### src/rtl/sar_ctrl_gen_pkg.sv
`default_nettype none
// ============================================================================
// Module      : sar_ctrl_gen_pkg
// Description : Shared SAR controller definitions: state encodings, state
//               width and default resolution / sample-window widths.
// Revision    : 1.0 - initial release
// ============================================================================
package sar_ctrl_gen_pkg;

  localparam int C_STATE_W      = 2;
  localparam int C_DEF_BITS     = 10;
  localparam int C_DEF_SAMPLE_W = 3;

  typedef enum logic [C_STATE_W-1:0] {
    ST_IDLE    = 2'd0,
    ST_SAMPLE  = 2'd1,
    ST_CONVERT = 2'd2,
    ST_DONE    = 2'd3
  } sar_state_t;

endpackage
`default_nettype wire

### src/rtl/sar_sample_timer.sv
`default_nettype none
// ============================================================================
// Module      : sar_sample_timer
// Description : Loadable down-counter timing the sample window. Loaded with
//               the window length L, it flags done during the last of the
//               L counting cycles.
// Revision    : 1.0 - initial release
// ============================================================================
module sar_sample_timer #(
  parameter int W = 3
) (
  input  logic         clock,
  input  logic         reset_n,
  input  logic         i_load,
  input  logic [W-1:0] i_load_val,
  input  logic         i_en,
  output logic         o_done
);

  logic [W-1:0] r_count;

  // Count down while enabled; load has priority, zero is a resting value.
  always_ff @(posedge clock) begin
    if (!reset_n) begin
      r_count <= '0;
    end else if (i_load) begin
      r_count <= i_load_val;
    end else if (i_en && (r_count != '0)) begin
      r_count <= r_count - 1'b1;
    end
  end

  assign o_done = (r_count == W'(1));

endmodule
`default_nettype wire

### src/rtl/sar_ctrl_gen.sv
`default_nettype none
// ============================================================================
// Module      : sar_ctrl_gen
// Description : SAR conversion controller. Sequences sampling, a BITS-step
//               binary search driving the cap-DAC switches from the
//               comparator, and a result/valid handoff. Supports single-shot
//               and continuous operation with a programmable sample window.
// Revision    : 1.0 - initial release
// ============================================================================
module sar_ctrl_gen
  import sar_ctrl_gen_pkg::*;
#(
  parameter int BITS     = C_DEF_BITS,
  parameter int SAMPLE_W = C_DEF_SAMPLE_W
) (
  input  logic                clock,
  input  logic                reset_n,
  input  logic                cmp_decision,
  input  logic                start,
  input  logic                continuous,
  input  logic [SAMPLE_W-1:0] sample_len,
  output logic                clk_sample,
  output logic                busy,
  output logic [BITS-1:0]     result,
  output logic                result_valid,
  output logic [BITS-1:0]     switch_p,
  output logic [BITS-1:0]     switch_n,
  output logic [BITS-1:0]     switch_bp,
  output logic [BITS-1:0]     switch_bn,
  output logic [BITS-1:0]     switch_refp,
  output logic [BITS-1:0]     switch_refn
);

  localparam logic [BITS-1:0] c_ptr_msb = {1'b1, {(BITS-1){1'b0}}};

  sar_state_t          r_state;
  sar_state_t          w_state_next;
  logic                w_enter_sample;
  logic                w_to_convert;
  logic                w_last_bit;
  logic                w_timer_done;
  logic [SAMPLE_W-1:0] w_len;
  logic [BITS-1:0]     w_code_next;

  logic                r_clk_sample;
  logic [BITS-1:0]     r_pointer;
  logic [BITS-1:0]     r_code;
  logic [BITS-1:0]     r_result;
  logic [BITS-1:0]     r_switch_p;
  logic [BITS-1:0]     r_switch_n;

  // A zero window length still samples for one cycle.
  assign w_len = (sample_len == '0) ? SAMPLE_W'(1) : sample_len;

  // Code including the bit being decided this cycle; used for the final handoff.
  assign w_code_next = cmp_decision ? (r_code | r_pointer) : r_code;

  sar_sample_timer #(
    .W (SAMPLE_W)
  ) u_sample_timer (
    .clock      (clock),
    .reset_n    (reset_n),
    .i_load     (w_enter_sample),
    .i_load_val (w_len),
    .i_en       (r_state == ST_SAMPLE),
    .o_done     (w_timer_done)
  );

  // State register.
  always_ff @(posedge clock) begin
    if (!reset_n) begin
      r_state <= ST_IDLE;
    end else begin
      r_state <= w_state_next;
    end
  end

  // Next-state decode plus the transition strobes that steer the datapath.
  always_comb begin
    w_state_next   = r_state;
    w_enter_sample = 1'b0;
    w_to_convert   = 1'b0;
    w_last_bit     = 1'b0;
    case (r_state)
      ST_IDLE: begin
        if (start || continuous) begin
          w_state_next   = ST_SAMPLE;
          w_enter_sample = 1'b1;
        end
      end
      ST_SAMPLE: begin
        if (w_timer_done) begin
          w_state_next = ST_CONVERT;
          w_to_convert = 1'b1;
        end
      end
      ST_CONVERT: begin
        if (r_pointer[0]) begin
          w_state_next = ST_DONE;
          w_last_bit   = 1'b1;
        end
      end
      ST_DONE: begin
        if (continuous) begin
          w_state_next   = ST_SAMPLE;
          w_enter_sample = 1'b1;
        end else begin
          w_state_next = ST_IDLE;
        end
      end
      default: begin
        w_state_next = ST_IDLE;
      end
    endcase
  end

  // Sample strobe, bit pointer, switch registers and code/result capture.
  always_ff @(posedge clock) begin
    if (!reset_n) begin
      r_clk_sample <= 1'b0;
      r_pointer    <= '0;
      r_code       <= '0;
      r_result     <= '0;
      r_switch_p   <= '0;
      r_switch_n   <= '0;
    end else begin
      r_clk_sample <= (w_state_next == ST_SAMPLE);

      if (w_enter_sample) begin
        r_switch_p <= '0;
        r_switch_n <= '0;
        r_code     <= '0;
      end else if (r_state == ST_CONVERT) begin
        // Each pointer position is visited once, so a bit lands on exactly one side.
        if (cmp_decision) begin
          r_switch_p <= r_switch_p | r_pointer;
        end else begin
          r_switch_n <= r_switch_n | r_pointer;
        end
        r_code <= w_code_next;
      end

      if (w_to_convert) begin
        r_pointer <= c_ptr_msb;
      end else if (r_state == ST_CONVERT) begin
        r_pointer <= r_pointer >> 1;
      end

      if (w_last_bit) begin
        r_result <= w_code_next;
      end
    end
  end

  assign clk_sample   = r_clk_sample;
  assign busy         = (r_state != ST_IDLE);
  assign result_valid = (r_state == ST_DONE);
  assign result       = r_result;
  assign switch_p     = r_switch_p;
  assign switch_n     = r_switch_n;
  assign switch_bp    = ~r_switch_p;
  assign switch_bn    = ~r_switch_n;
  assign switch_refp  = ~(r_switch_p | r_switch_n);
  assign switch_refn  = r_switch_p | r_switch_n;

endmodule
`default_nettype wire

### config.mk
export PLATFORM = sky130hd
export DESIGN_NAME = sar_ctrl_gen
export DESIGN_NICKNAME = d
export VERILOG_FILES = /design/src/rtl/sar_ctrl_gen_pkg.sv /design/src/rtl/sar_sample_timer.sv /design/src/rtl/sar_ctrl_gen.sv
export SDC_FILE = /design/constraint.sdc
export NUM_CORES = 1
export LEC_CHECK = 0
export ABC_AREA = 1
export BUFFER_PORTS_ARGS = -buffer_cell sky130_fd_sc_hd__buf_2
export CAP_MARGIN = 25
export CORE_UTILIZATION = 35
export CTS_CLUSTER_SIZE = 25
export DETAILED_ROUTE_END_ITERATION = 16
export GPL_ROUTABILITY_DRIVEN = 0
export PLACE_DENSITY = 0.71
export REMOVE_ABC_BUFFERS = 1
export SYNTH_ARGS = -nofsm -noshare
export SYNTH_HDL_FRONTEND = slang
export SYNTH_SLANG_ARGS = --single-unit
export TNS_END_PERCENT = 100
### constraint.sdc
create_clock -name clock -period 1.3 [get_ports clock]
set_input_delay 0.065 -clock clock [delete_from_list [all_inputs] [get_ports clock]]
set_output_delay 0.065 -clock clock [all_outputs]
set_load 0.03 [all_outputs]
Word level (Yosys, flattened, before mapping)
Cells that the tools add are included.
{ "classes": {"add_sub_neg": 1, "mul": 0, "n_div": 0, "magnitude_cmp": 0, "eq_ne": 5, "shifts": 0, "muxes": 18, "n_bitwise": 9, "reduce_logical": 12} }
{ "ops": {"columns": ["cell", "n"], "rows": [
  ["$or A10 B10 Y10", 4],
  ["$mux W10", 3],
  ["$not A10 Y10", 3],
  ["$mux W3", 3],
  ["$pmux W2 S4", 1],
  ["$mux W1", 7],
  ["$mux W2", 3],
  ["$reduce_bool A2 Y1", 3],
  ["$eq A2 B1 Y1 const B", 2],
  ["$eq A2 B2 Y1 const B", 2],
  ["$reduce_and A2 Y1", 2],
  ["$reduce_or A2 Y1", 2],
  ["$eq A3 B1 Y1 const B", 1],
  ["$logic_not A3 Y1", 1],
  ["$reduce_bool A3 Y1", 1],
  ["$sub A3 B1 Y3 const B", 1],
  ["$logic_not A2 Y1", 1],
  ["$not A1 Y1", 2],
  ["$pmux W1 S2", 1],
  ["$logic_and A1 B1 Y1", 1],
  ["$logic_or A1 B1 Y1", 1]
]} }
{ "word_totals": {"ff_bits": 56, "latch_bits": 0, "mem_bits_rw": 0, "romBits": 0, "elab_cells": 54, "mem_count": 0} }

Depth between registers and ports, before layout
Gate-level depths: netlist of the first run.
{ "logic_depth": {"depth_word": 4, "mapped_depth": 10, "mapped_depth_nobuf": 10} }

Hierarchy
From an unflattened synthesis of the first run, not the netlist that was laid out.
{ "hier_totals": {"hier_cells": 355, "hier_area_um2": 2488.6} }
{ "modules_own_cells": {"columns": ["mod", "instances", "cells_per_inst", "area_each_um2", "seq_area_each_um2"], "rows": [
  ["sar_ctrl_gen", 1, 320, 2253.4, 1061.0],
  ["sar_sample_timer", 1, 35, 235.2, 60.1]
]} }

Least setup slack after synthesis of the first run
Ideal clock, no wire load.
{ "synth_path": {"path_kind": "reg2reg", "start": "reg r_state[1]", "end": "reg r_switch_p[0], in the netlist switch_p[0]", "setup_ns": 0.132, "t_arrival_ns": 1.289, "t_required_ns": 1.168, "slack_ns": -0.121, "stages_incl_launch_ff": 8, "path_buffers": 1, "synth_period_minus_slack_ns": 1.421, "path_cell_list": "dfxtp_1 -> ha_1 -> nand2_1 -> nand2_2 -> nand2_4 -> nand2_4 -> buf_6 -> a21oi_1"} }
{ "synth_between": {"elab_chain_cells": 3} }
{ "synth_lines": {"columns": ["element", "line", "source"], "rows": [
  ["from (decl)", "sar_ctrl_gen.sv:36", "sar_state_t r_state;"],
  ["from (signal assigned)", "sar_ctrl_gen.sv:74", "r_state <= w_state_next;"],
  ["$eq A2 B2 Y1", null, null],
  ["net result_valid", "sar_ctrl_gen.sv:25", "output logic result_valid,"],
  ["$pmux W1 S2", "sar_ctrl_gen.sv:84", "case (r_state)"],
  ["$reduce_or A2 Y1 (no source line)", null, null],
  ["to (signal assigned)", "sar_ctrl_gen.sv:136", "r_switch_p <= r_switch_p | r_pointer;"],
  ["to (decl)", "sar_ctrl_gen.sv:49", "logic [BITS-1:0] r_switch_p;"]
]} }
The timed path passes the listed nets, and every way through them passes these cells.
A chain may end at the register's enable or synchronous reset.

Worst setup path in the final report of the first run
{ "layout_path": {"start": "reg r_state[0]", "end": "reg u_sample_timer.r_count[2]"} }
{ "layout_between": {"elab_chain_cells": 3} }
{ "layout_lines": {"columns": ["element", "line", "source"], "rows": [
  ["$eq A2 B2 Y1, or another cell as far along", "sar_ctrl_gen.sv:84", null],
  ["$pmux W1 S2 or $logic_and A1 B1 Y1 (tied branches)", "sar_ctrl_gen.sv:84, sar_sample_timer.sv:28", null],
  ["$mux W3 or $reduce_bool A2 Y1 (tied branches)", null, null],
  ["to (signal assigned)", "sar_sample_timer.sv:27", "r_count <= i_load_val;"],
  ["to (signal assigned)", "sar_sample_timer.sv:29", "r_count <= r_count - 1'b1;"],
  ["to (decl)", "sar_sample_timer.sv:20", "logic [W-1:0] r_count;"]
]} }
Parallel ways exist; a longest one is shown, timed or not.

==> results of run 1 <==
-- layout make-up --
type | count | area, µm²
Clock buffer | 5 | 68.82
Clock inverter | 3 | 21.27
Fill cell | 604 | 3083
Inverter | 59 | 234.0
Multi-Input combinational cell | 184 | 1047
Sequential cell | 56 | 1126
Tap cell | 77 | 96.34
Timing Repair Buffer | 110 | 709.4
-- cells by family after synthesis --
kind of cell	Yosys count	share of synthesized area, %
flops	56	48.28
compound gates	64	13.90
simple gates	111	20.69
fa+ha+maj	8	4.311
buf+inv	69	12.82
-- repair_timing --
item | 4_1_cts | 5_1_grt
cloned | 1 | 2
setup endpoints to repair | 55 | 49
pin swaps | 7 | 8
hold buffers | 0 | 0
gates resized for setup | 25 | 31
setup buffers | 4 | 5
-- metrics by stage --
stage | worst slack [ns] | power [W] | hold WS [ns]
after floorplan | -0.3003 | 0.002232 | 0.1626
after global placement | -0.08025 | 0.002470 | 0.3724
after detailed placement | -0.1272 | 0.002487 | 0.3748
after CTS | -0.01082 | 0.003597 | 0.04191
after global routing | -0.1051 | 0.003917 | 0.05258
final | -0.03692 | 0.003721 | 0.05718
-- state kept, by name, summed over array words and instances (netlist names) --
name and flops:
r_code 10, u_sample_timer.r_count 3, switch_n 10, r_pointer 10
result 10, r_state 2, switch_p 10, clk_sample 1
-- power groups by stage --
stage,sequential [W],clock [W],combinational (W)
finish,0.00179,0.000964,0.000963
global route,0.00180,0.00107,0.00104
CTS,0.00179,0.000984,0.000821
detailed placement,0.00183,0,0.000660
global placement,0.00183,0,0.000643
floorplan,0.00184,0,0.000389
-- routing by layer --
metal	global-route usage [%]	part of all wire [%]	vias to the layer above
met5	0	0	-
met4	6.163	2.6	0
met3	3.462	6.2	13
met2	28.02	48	81
met1	19.85	43	1019
li1	-	-	1174
-- final timing paths --
kind	depth (start not counted)	slack, ns	end	from
max	9	-0.04	u_sample_timer.r_count[2]	r_state[0]
min reg2reg	2	0.46	r_code[0]	r_code[0]
min	3	0.06	u_sample_timer.r_count[2]	reset_n
max reg2reg	9	-0.04	u_sample_timer.r_count[2]	r_state[0]
-- Yosys cell counts --
library cell	instances	area (µm²)
nand3_1	16	80.08
buf_6	3	33.78
inv_1	55	206.5
nand2_4	2	22.52
inv_2	4	15.01
buf_4	3	22.52
o21ai_1	2	10.01
nor2_2	1	6.260
nor2_1	27	101.4
clkbuf_2	1	5.000
ha_1	8	100.1
nand3b_1	1	7.510
a21oi_1	51	255.2
o21ai_0	10	50.05
nand4_1	1	6.260
dfxtp_1	56	1121
o211ai_1	1	7.510
nand2_2	2	12.51
nand2_1	59	221.5
nor2_4	2	22.52
buf_2	3	15.01
-- worst max-delay path, cell delays in order, from the launching register on --
cell and delay, ns:
dfxtp_2 0.36, inv_4 0.06, ha_4 0.24, nor2_4 0.14, nand2_4 0.08, buf_4 0.15, nand3_1 0.07, nand3_1 0.07
nand2_1 0.06, inv_1 0.04
==> implementation parameters, run 1 <==
Parameter                              Value

GRT
  Number of global-route vias before repair    2040
  Global-route usage over all layers    16.24%
  Pin count of the biggest net entering global routing    19
  Grt total ovfl    0
  Wire length of the first global-routing pass    9108 µm
  Initial antenna violation count    0

Run
  Max-cap violations    0

Power and ir drop
  Leakage    1.494 nW
  Flop pwr share    48.2%
  Internal power contribution    0.002576 W
  Power density over the cells    1126 nW/µm²
  Max IR drop VDD    0.0005558 V
  Net switching share of the total power    30.78%
  Portion of total power attributed to the clock network    25.9%
  Switching power    0.001145 W
  Share of power burned in combinational logic    25.9%

Die
  Height of the die    83.46 µm
  Site row count    29
  Placeable Area    6386 µm²
  Initial standard-cell utilization of the core    36.36%
  I/O pin count    81
  Die X-Extent    83.46 µm
  Floorplan die area    6965 µm²

Logic synthesis
  Number of distinct library cell variants in the gate-level netlist after synthesis    21
  Synthesized area    2322 µm²
  Sequential-to-total area share from yosys stat    48.28%
  Cell count after synthesis    308
  Flop and latch count out of synthesis    56
  Mean instance size in the synthesized netlist    7.540 µm²
  Count of yosys warnings during synthesis    0

Finish
  # diodes    0
  Share of layout cells above drive strength 1    36.69%
  Commonest non-fill, non-tap cell in the layout    buf_2
  Commonest cells after routing, fill and taps aside    buf_2, dfxtp_1, inv_1, nand2_1, a21oi_1
  Utilization after layout    51.72%
  Fin nets    432
  Post-Layout Cell Count    494
  Area Growth Syn to Fin    42.24%
  Post-layout instance area    3303 µm²

STA
  Max frequency    0.7480 GHz
  Final Hold Vio Count    0
  Worst max-slew margin expressed relative to the limit    65.17%
  Worst-Margin Slew    0.5218 ns
  Final Slew Violations    0
  Fin crit share    102.8%
  Setup TNS after final layout    -0.05917 ns
  Max Clock Skew    0.01467 ns
  Min Clock Period, post-route    1.337 ns
  Setup violations, final    6
  Least setup slack across all paths after layout    -0.03692 ns
  RSZ-0062 raised after global routing    yes

Routing
  Remaining antenna violation count after routing    0
  Post-route DRC    0
  Routed wirelength normalized by instance count    12.12 µm
  Via Count    2287
  Via density    4.630
  Iteration-0 DRC count of the detailed router    162
  Total wire length after detailed routing    5986 µm
  Number of optimization iterations in the first detailed-route pass    4

Placement
  Placed cell count    474
  Placement Cell Area    2910 µm²
  Port buffer count    80
  Half-perimeter wire length after detailed placement    3835 µm

Worst hold path
  Worst min-delay path class    input pin to flip-flop

Clock network
  Post-CTS clock slew at the launch and capture registers of the worst setup and hold paths    0.10 ns
  Clock Latency Late Sink    0.32 ns
  TritonCTS clock tree    done
  Clock Path Buffers    2
  Depth of the CTS H-tree    2
  Total clock buffers created by CTS    5
  Buffer cell driving the clock tree root    clkbuf_8
  Sink Count    56

Worst setup path
  Req. time, crit path    1.53 ns
  Arrival time reported for the critical path endpoint    1.57 ns
  Kind of start point of the critical path    flip-flop
  Biggest fanout along the worst timing path    5
  CP endpoint kind    flip-flop
  Crit Path Class    flip-flop to flip-flop

Run status
  Violations in the final reports    negative setup slack
  Status    finished with violations
(Power assumes the default switching activity.)
==> run 2, diff against run 1 <==
--- a/config.mk
+++ b/config.mk
@@ -5,7 +5,6 @@
 export SDC_FILE = /design/constraint.sdc
 export NUM_CORES = 1
 export LEC_CHECK = 0
-export ABC_AREA = 1
 export BUFFER_PORTS_ARGS = -buffer_cell sky130_fd_sc_hd__buf_2
 export CAP_MARGIN = 25
 export CORE_UTILIZATION = 35
==> implementation parameters, run 2 <==
Parameter                              Value

Clock network
  Buffer cell driving the clock tree root    clkbuf_8
  Total clock buffers created by CTS    5 (unchanged)
  TritonCTS clock tree    done
  Sink Count    56 (unchanged)
  Post-CTS clock slew at the launch and capture registers of the worst setup and hold paths    0.09 ns (about the same)
  Clock Path Buffers    2 (unchanged)
  Clock Latency Late Sink    0.30 ns (-0.02 ns)
  Count of hold-fix buffers inserted at cts    0 (unchanged)
  Depth of the CTS H-tree    2 (unchanged)

Die
  Site row count    29 (unchanged)
  Placeable Area    6350 µm² (-0.57%)
  I/O pin count    81 (unchanged)
  Height of the die    83.11 µm (-0.42%)
  Initial standard-cell utilization of the core    36.26% (-0.11 points)
  Die X-Extent    83.11 µm (-0.42%)
  Floorplan die area    6906 µm² (-0.84%)

Worst setup path
  Crit Path Class    flip-flop to flip-flop
  Req. time, crit path    1.50 ns (-0.03 ns)
  Biggest fanout along the worst timing path    8 (+3)
  Kind of start point of the critical path    flip-flop
  Depth of the worst register-to-register path    7 (-2)
  Reg-to-reg critical path startpoint    r_state[0]
  Worst setup slack for register-to-register paths    -0.11 ns (-0.07 ns)
  CP endpoint kind    flip-flop
  Arrival time reported for the critical path endpoint    1.61 ns (+0.04 ns)
  Endpoint of the worst register-to-register path    r_code[1]

GRT
  Global-route usage over all layers    15.81% (-0.43 points)
  Initial antenna violation count    0 (unchanged)
  Pin count of the biggest net entering global routing    24 (+5)
  Number of global-route vias before repair    1991 (-2.4%)
  Grt total ovfl    0 (unchanged)
  Wire length of the first global-routing pass    9025 µm (-0.91%)

STA
  Worst hold margin    0.07394 ns (+0.01676 ns)
  RSZ-0062 raised after global routing    yes
  Final Slew Violations    0 (unchanged)
  Final Hold Vio Count    0 (unchanged)
  Max frequency    0.7106 GHz (-5.0%)
  Fin crit share    108.2% (+5.4 points)
  Least setup slack across all paths after layout    -0.1072 ns (-0.07028 ns)
  Max Clock Skew    0.008188 ns (-0.006477 ns)
  Worst-Margin Slew    0.4401 ns (-0.08171 ns)
  Min Clock Period, post-route    1.407 ns (+0.07028 ns)
  Setup violations, final    44 (+38)
  Worst max-slew margin expressed relative to the limit    70.53% (+5.4 points)

Finish
  Area Growth Syn to Fin    44.62%
  Commonest cells after routing, fill and taps aside    buf_2, dfxtp_1, a21oi_1, nor2_1, inv_1
  Area taken by multi-input logic gates    1167 µm² (+11%)
  Utilization after layout    52.43% (+0.71 points)
  Fill cell total of the finished layout    579 (-4.1%)
  Fin nets    390 (-9.7%)
  # diodes    0 (unchanged)
  Share of layout cells above drive strength 1    43.20% (+6.5 points)
  FF+latch area    1124 µm² (-0.22%)
  Commonest non-fill, non-tap cell in the layout    buf_2

Routing
  Post-route DRC    0 (unchanged)
  Number of optimization iterations in the first detailed-route pass    4 (unchanged)
  Via Count    2186 (-4.4%)
  Routed wirelength normalized by instance count    12.44 µm (+2.7%)
  Remaining antenna violation count after routing    0 (unchanged)
  Total wire length after detailed routing    5625 µm (-6.0%)
  Iteration-0 DRC count of the detailed router    93 (-43%)
  Via density    4.836 (+4.5%)

Logic synthesis
  Mean instance size in the synthesized netlist    8.433 µm² (+12%)
  Xor and xnor fraction of the mapped netlist area    0% (unchanged)
  Number of distinct library cell variants in the gate-level netlist after synthesis    33 (+57%)
  Most numerous cell in the Yosys netlist    dfxtp_1
  Count of yosys warnings during synthesis    0 (unchanged)
  Top cell types by occurrence after synthesis    dfxtp_1, a21oi_1, nor2_1
  Number of synthesized flops with an enable pin    0 (unchanged)
  Main synth FF type    dfxtp_1
  Largest family of logic cells by synthesized area    compound AO/OA/AOI/OAI gates
  Sequential-to-total area share from yosys stat    48.70% (+0.42 points)
  Flop and latch count out of synthesis    56 (unchanged)
  FFs w/ async S/R, synth    0% (unchanged)
  Synth Area in Compound Gates    19.78% (+5.9 points)
  Cell count after synthesis    273 (-11%)
  Basic-gate share of the synthesized area counting and, or, nand and nor cells    13.70% (-7.0 points)
  Synth Area in Adders    4.348% (+0.037 points)
  Synthesized area    2302 µm² (-0.86%)
  Library cell with the largest summed area after synthesis    dfxtp_1
  Post-synth top area share    48.70% (+0.42 points)
  Leading post-synthesis cells by cell area    dfxtp_1, a21oi_1, nor2_1
  Multiplexer share of the synthesized area    4.348% (+4.3 points)

Worst hold path
  Hold wc startpoint    reset_n
  End of the worst hold path    result[9]
  Hold depth    3 (unchanged)
  Worst min-delay path class    input pin to flip-flop

Power and ir drop
  Flop pwr share    51.0% (+2.8 points)
  Switching power    0.0008714 W (-24%)
  Pwr Total    0.003462 W (-7.0%)
  Power density over the cells    1040 nW/µm² (-7.7%)
  Internal power contribution    0.002591 W (+0.59%)
  Share of power burned in combinational logic    16.4% (-9.5 points)
  Portion of total power attributed to the clock network    32.6% (+6.7 points)
  Net switching share of the total power    25.17% (-5.6 points)
  Max IR drop VDD    0.0005599 V (+0.73%)
  Leakage    1.408 nW (-5.8%)

Placement
  Half-perimeter wire length after detailed placement    3853 µm (+0.46%)
  Post-Place Setup Slack    -0.2787 ns (-0.1515 ns)
  Port buffer count    80 (unchanged)

Run status
  Violations in the final reports    negative setup slack
  Status    finished with violations

Run
  Max-cap violations    0 (unchanged)
-- run 2: how the worst max path moves through the flow --
stage / slack, ns / cells after the start / startpoint / to
floorplan: -0.80 / 5 / r_state[0] / u_sample_timer.r_count[1]
global placement: -0.24 / 6 / r_state[1] / switch_p[2]
detailed placement: -0.28 / 6 / r_state[0] / switch_n[2]
CTS: -0.12 / 7 / r_state[1] / switch_n[7]
global route: -0.16 / 7 / r_state[0] / switch_p[5]
finish: -0.11 / 7 / r_state[0] / r_code[1]
-- run 2: kinds of logic after synthesis --
logic type,after synthesis
AOI/OAI and AO/OA,78
adders and majority gates,8
buffers and inverters,47
DFF,56
muxes,10
and+or+nand+nor,74
-- run 2: metal layers --
layer,vias to the layer above,wire length [µm],global-route usage [%]
met1,1012,2553,18.68
met2,69,2710,28.39
met3,6,295,3.579
met5,-,0,0
li1,1099,-,-
met4,0,65,4.702
-- run 2: critical path, cell delays in order (launching register included) --
cell,delay (ns)
dfxtp_2,0.35
inv_2,0.06
ha_4,0.25
nand2b_4,0.15
o221ai_4,0.15
buf_12,0.17
buf_8,0.13
nor2_1,0.04
-- run 2: timing repair --
| item | CTS | global route |
|---|---|---|
| pin swaps | 14 | 5 |
| buffers inserted | 1 | 1 |
| endpoints found under the setup margin | 58 | 57 |
| gates resized for setup | 54 | 27 |
| cloned | 3 | 1 |
-- run 2: area by class of cell --
cell class | count | share of cell area [%]
repair buffers | 105 | 20.82
inverters | 36 | 4.134
well taps | 77 | 2.894
flip-flops and latches | 56 | 33.75
clock inverters | 2 | 1.165
multi-input cells | 170 | 35.06
clock buffers | 6 | 2.180
-- run 2: through the flow --
stage | TNS [ns] | cells | cell area (µm²)
after floorplan | -27.29 | 262 | 2227
after global placement | -8.314 | 438 | 2879
after detailed placement | -10.13 | 438 | 2879
after CTS | -4.391 | 450 | 3207
after global routing | -5.665 | 452 | 3329
final | -3.254 | 452 | 3329
-- run 2: power groups by stage --
| stage | Clock (W) | Combinational (W) | Sequential (W) |
|---|---|---|---|
| after floorplan | 0 | 0.000218 | 0.00181 |
| after global placement | 0 | 0.000367 | 0.00180 |
| after detailed placement | 0 | 0.000380 | 0.00180 |
| after CTS | 0.00115 | 0.000546 | 0.00176 |
| after global routing | 0.00122 | 0.000610 | 0.00177 |
| final | 0.00113 | 0.000568 | 0.00177 |
